**config.mk**
```make
export PLATFORM = sky130hd
export DESIGN_NAME = button_conditioner
export DESIGN_NICKNAME = d
export VERILOG_FILES = /design/src/rtl/dice_light_pkg.sv /design/src/rtl/button_conditioner_debounce_ch.sv /design/src/rtl/button_conditioner.sv
export SDC_FILE = /design/constraint.sdc
export NUM_CORES = 1
export LEC_CHECK = 0
export CAP_MARGIN = 20
export CORE_AREA = 2 2 39 41
export DETAILED_ROUTE_END_ITERATION = 10
export DIE_AREA = 0 0 41 43
export PLACE_DENSITY_LB_ADDON = 0.25
export SLEW_MARGIN = 20
export SYNTH_ARGS = -nofsm -noshare
export SYNTH_HDL_FRONTEND = slang
export SYNTH_SLANG_ARGS = --single-unit
```
**constraint.sdc**
```tcl
create_clock -name clk -period 2.8 [get_ports clk]
set_clock_uncertainty 0.05 [all_clocks]
set_input_delay 0.56 -clock clk [delete_from_list [all_inputs] [get_ports clk]]
set_output_delay 0.56 -clock clk [all_outputs]
set_load 0.01 [all_outputs]
```
**src/rtl/dice_light_pkg.sv**
```systemverilog
// Shared definitions for the dice/traffic-light front end: debounce defaults,
// debounce FSM states and the downstream traffic-light result encodings.
package dice_light_pkg;

  localparam int unsigned DEBOUNCE_DEFAULT = 4;

  typedef enum logic {
    STABLE  = 1'b0,
    PENDING = 1'b1
  } dbnc_state_t;

  localparam logic [2:0] LIGHT_GREEN      = 3'b001;
  localparam logic [2:0] LIGHT_YELLOW     = 3'b010;
  localparam logic [2:0] LIGHT_RED        = 3'b100;
  localparam logic [2:0] LIGHT_RED_YELLOW = 3'b110;

endpackage

```
**src/rtl/button_conditioner_debounce_ch.sv**
```systemverilog
// debounce_ch: one input channel -- 2-flop synchroniser, debounce counter/FSM,
// debounced level and a registered one-cycle rise strobe.
module debounce_ch
  import dice_light_pkg::*;
#(
  parameter int unsigned DEBOUNCE_CYCLES = DEBOUNCE_DEFAULT,
  parameter int unsigned CNT_W           = $clog2(DEBOUNCE_CYCLES + 1)
) (
  input  logic clk,
  input  logic rst,
  input  logic i_raw,
  output logic o_level,
  output logic o_rise,
  output logic o_rise_now
);

  logic             r_s1;
  logic             r_s2;
  logic             r_stable;
  logic             r_rise;
  logic [CNT_W-1:0] r_count;
  dbnc_state_t      r_state;

  logic             w_mismatch;
  logic             w_done;
  logic [CNT_W-1:0] w_count_inc;

  assign w_mismatch  = (r_s2 != r_stable);
  // The counter sits at 0 in STABLE, so the first mismatching edge counts as 1.
  assign w_count_inc = (r_state == STABLE) ? CNT_W'(1) : r_count + CNT_W'(1);
  assign w_done      = w_mismatch && (w_count_inc == CNT_W'(DEBOUNCE_CYCLES));
  assign o_rise_now  = w_done && r_s2;

  // NOTE: all state, synchroniser flops included, is reset asynchronously and
  // updated with non-blocking assignments so every flop samples pre-edge values.
  always_ff @(posedge clk or negedge rst) begin
    if (!rst) begin
      r_s1     <= 1'b0;
      r_s2     <= 1'b0;
      r_stable <= 1'b0;
      r_rise   <= 1'b0;
      r_count  <= '0;
      r_state  <= STABLE;
    end else begin
      r_s1   <= i_raw;
      r_s2   <= r_s1;
      r_rise <= o_rise_now;
      case (r_state)
        STABLE: begin
          r_count <= '0;
          if (w_done) begin
            r_stable <= r_s2;
          end else if (w_mismatch) begin
            r_count <= w_count_inc;
            r_state <= PENDING;
          end
        end
        PENDING: begin
          if (!w_mismatch || w_done) begin
            if (w_done) r_stable <= r_s2;
            r_count <= '0;
            r_state <= STABLE;
          end else begin
            r_count <= w_count_inc;
          end
        end
        default: begin
          r_count <= '0;
          r_state <= STABLE;
        end
      endcase
    end
  end

  assign o_level = r_stable;
  assign o_rise  = r_rise;

endmodule

```
**src/rtl/button_conditioner.sv**
```systemverilog
// button_conditioner: synchronises and debounces raw button/sel inputs.
// Optional macro SEL_TOGGLE_EN turns sel into a push-to-toggle control.
module button_conditioner
  import dice_light_pkg::*;
#(
  parameter int unsigned DEBOUNCE_CYCLES = DEBOUNCE_DEFAULT,
  parameter int unsigned CNT_W           = $clog2(DEBOUNCE_CYCLES + 1)
) (
  input  logic clk,
  input  logic rst,
  input  logic raw_button,
  input  logic raw_sel,
  output logic button,
  output logic button_pulse,
  output logic sel
);

  logic w_btn_level;
  logic w_btn_rise;
  logic w_btn_rise_now;
  logic w_sel_level;
  logic w_sel_rise;
  logic w_sel_rise_now;

  debounce_ch #(
    .DEBOUNCE_CYCLES(DEBOUNCE_CYCLES),
    .CNT_W          (CNT_W)
  ) u_btn_ch (
    .clk       (clk),
    .rst       (rst),
    .i_raw     (raw_button),
    .o_level   (w_btn_level),
    .o_rise    (w_btn_rise),
    .o_rise_now(w_btn_rise_now)
  );

  debounce_ch #(
    .DEBOUNCE_CYCLES(DEBOUNCE_CYCLES),
    .CNT_W          (CNT_W)
  ) u_sel_ch (
    .clk       (clk),
    .rst       (rst),
    .i_raw     (raw_sel),
    .o_level   (w_sel_level),
    .o_rise    (w_sel_rise),
    .o_rise_now(w_sel_rise_now)
  );

  assign button       = w_btn_level;
  assign button_pulse = w_btn_rise;

`ifdef SEL_TOGGLE_EN
  logic r_sel;
  logic w_unused;

  // Toggle on the same edge the sel channel's stable value rises.
  always_ff @(posedge clk or negedge rst) begin
    if (!rst) r_sel <= 1'b0;
    else if (w_sel_rise_now) r_sel <= ~r_sel;
  end

  assign sel      = r_sel;
  assign w_unused = &{1'b0, w_btn_rise_now, w_sel_level, w_sel_rise};
`else
  logic w_unused;

  assign sel      = w_sel_level;
  assign w_unused = &{1'b0, w_btn_rise_now, w_sel_rise, w_sel_rise_now};
`endif

endmodule

```
==> results.yml <==
synth:
  synth-edff-count: 0
  synth_async_sr_flop_share: 1.00
  ys_ff_latch: 15
  synth.cells.most_frequent: "sky130_fd_sc_hd__dfrtp_1, sky130_fd_sc_hd__nand2_1, sky130_fd_sc_hd__xnor2_1"
  seq_area_frac_synth: 0.671
  synth_top_cells_by_area: "sky130_fd_sc_hd__dfrtp_1, sky130_fd_sc_hd__xnor2_1, sky130_fd_sc_hd__ha_1"
  yosys.cell_count.top_type: "sky130_fd_sc_hd__dfrtp_1"
  synth_warnings: 0
  synthFlopType: "sky130_fd_sc_hd__dfrtp_1"
  synth.largest_area_cell: "sky130_fd_sc_hd__dfrtp_1"
  syn-mean-instance-area_um2: 14.0
  ys_types: 12
  post_synth_inst_count: 40
  netlist_area_um2: 559
  synth_nets: 46
  share_of_the_synthesized_area_in_the_top_cell_type: 0.671
cts:
  post_cts_buffers: 0
  clock-root-buffer: "sky130_fd_sc_hd__clkbuf_4"
  cts.sink_count: 15
  cts_inserted_buffers: 3
  cts-root-to-sink-buffers: 2
  holdBufCountCts: 0
  clk_transition_reported_paths_ns: 0.09
  cts_max_level: 1
  cts.repair.resized: 0
  tritoncts_clock_tree: "yes"
  worst_skew_pair_later_pin_latency_ns: 0.28
grt:
  first_global_vias: 327
  grt_remaining_overflow: 0
  grtUsageTotal: 0.121
  initial_antenna_violation_count: 0
  grt_max_degree: 16
  grt_first_pass_wirelength_mm: 1.28
worst_setup_path:
  critical_path_class: "register to output pin"
  worstSetupEndpointType: "output pin"
  rr_startpoint: "u_btn_ch.r_count[0]"
  crit_fanout: 5
  cp_slowest_stage_delay_ns: 0.57
  critical_path.n_buffers_inverters: 1
  critPathTopFamily: "buffers and inverters"
  cp-start-kind: "register"
  worstSetupStartpoint: "u_btn_ch.o_level"
  crit_path_top_delay_cell: "sky130_fd_sc_hd__clkdlybuf4s50_1"
  required_time_of_the_worst_setup_path_ns: 2.19
  crit_path_cell_trace: "clkdlybuf4s50_1"
  cp.arrival_ns: 1.29
cells_and_area:
  diodes: 0
  area_growth_pct: 19.0
  fillCellCount: 121
  final_layout_size_suffix_gt1_frac: 0.100
  net_total_in_the_final_layout: 57
timing:
  holdWs_ns: 0.313
  worst_slew_pin_slew_ns: 0.629
  final_hold_viol_count: 0
  final-setup-viol-count: 0
  min_period_over_period: 0.679
  slew_headroom: 0.580
  max_freq_mhz: 526
  setup_tns_final_ns: 0
  maxSlewViolCount: 0
  rsz0062_at_grt: "false"
  period_minus_slack_ns: 1.90
detailed_routing:
  avgViaCountPerCell: 4.86
  drc: 0
  initialDrtViolationCount: 8
  postRouteWirelength_um: 800
  detailedRoute.firstPassIterationCount: 2
  antenna_left: 0
  vias: 321
  wl_per_cell_um: 12.1
run_status:
  status: "finished, final reports clean"
pwr:
  power.combinational.fraction: 0.261
  pwr_density_cell_nw_per_um2: 893
  swShare: 0.316
  clock_power_share: 0.208
  power_report.internal_total_mw: 0.407
  p_leak_nw: 0.310
  p_seq_frac: 0.531
  final_total_power_mw: 0.595
  vdd.ir_drop.worst_v: 0.000412
  netSwitchingPower_mw: 0.188
die:
  dieArea_um2: 1760
  floorplan.die.width_um: 41
  floorplan.rows: 14
  floorplan.initialDensity: 0.404
  die_h_um: 43
  ioPinCount: 7
  design.core.area_um2: 1380
place:
  placement.io_buffers: 6
  place.detailed.hpwl_um: 583
  finalWeightedCongestion: 0.647
hold_path:
  min-delay-path-class: "register to register"
  holdCritStartpoint: "u_sel_ch.r_s1"
run:
  drv.max_cap_violation_count: 0
layer usage:
layer,part of all wire,GRT usage,up-vias
li1,-,-,154
met1,0.43,0.149,157
met2,0.53,0.147,6
met3,0.021,0.0314,4
met4,0.026,0.147,0
met5,0,0,-
state kept, by name, indices dropped and copies added (netlist names):
signal,count
u_sel_ch.r_s2,1
u_btn_ch.r_count,3
u_btn_ch.r_state,1
u_sel_ch.r_s1,1
u_sel_ch.o_level,1
u_btn_ch.r_s2,1
u_sel_ch.r_state,1
u_btn_ch.o_level,1
u_btn_ch.o_rise,1
u_btn_ch.r_s1,1
u_sel_ch.r_count,3
placed cells by master (no fill, tap or decap), drive strengths merged:
| master | instances |
|---|---|
| a21oi | 2 |
| and3 | 2 |
| and3b | 1 |
| clkbuf | 4 |
| clkdlybuf4s50 | 6 |
| dfrtp | 15 |
| ha | 2 |
| mux2 | 2 |
| nand2 | 4 |
| nor2 | 2 |
| nor3 | 4 |
| xnor2 | 4 |
| xor2 | 2 |
path summary, 6_finish.rpt:
check / to / slack (ns) / cells after the start
max: button / 0.90 / 1
min: u_sel_ch.r_s2 / 0.31 / 0
max reg2reg: u_btn_ch.o_level / 1.24 / 3
min reg2reg: u_sel_ch.r_s2 / 0.31 / 0
max in group asynchronous: u_btn_ch.r_count[2] / 1.69 / 1
min in group asynchronous: u_btn_ch.r_state / 0.61 / 1
logic make-up after synthesis:
logic type / after synthesis / synth area share
xor gates and xnor gates: 6 / 0.0940
DFF: 15 / 0.671
and+or+nand+nor: 13 / 0.132
adders and majority gates: 2 / 0.0447
muxes: 2 / 0.0403
AOI/OAI and AO/OA: 2 / 0.0179
power groups by stage:
stage	clock network [mW]	logic, mW	registers (mW)
2_1_floorplan	0	0.100	0.315
3_3_place_gp	0	0.143	0.312
3_5_place_dp	0	0.157	0.320
4_1_cts	0.126	0.157	0.316
5_1_grt	0.142	0.170	0.321
6_report	0.123	0.155	0.316
stage by stage:
step,instances,utilization,setup WS [ns],instance area (um^2)
floorplan,40,-,1.36,559
CTS,66,0.481,0.879,666
global route,66,0.481,0.839,666
global placement,62,0.462,1.25,639
finish,66,0.481,0.898,666
detailed placement,62,0.462,1.21,639
layout make-up:
cell class,instances,area (um^2),share of cell area
clock buffers,4,26.3,0.0395
multi-input cells,25,184,0.276
flip-flops and latches,15,375,0.564
well taps,16,20.0,0.0301
repair buffers,6,60.1,0.0902
Power figures use the tool's default switching activity.
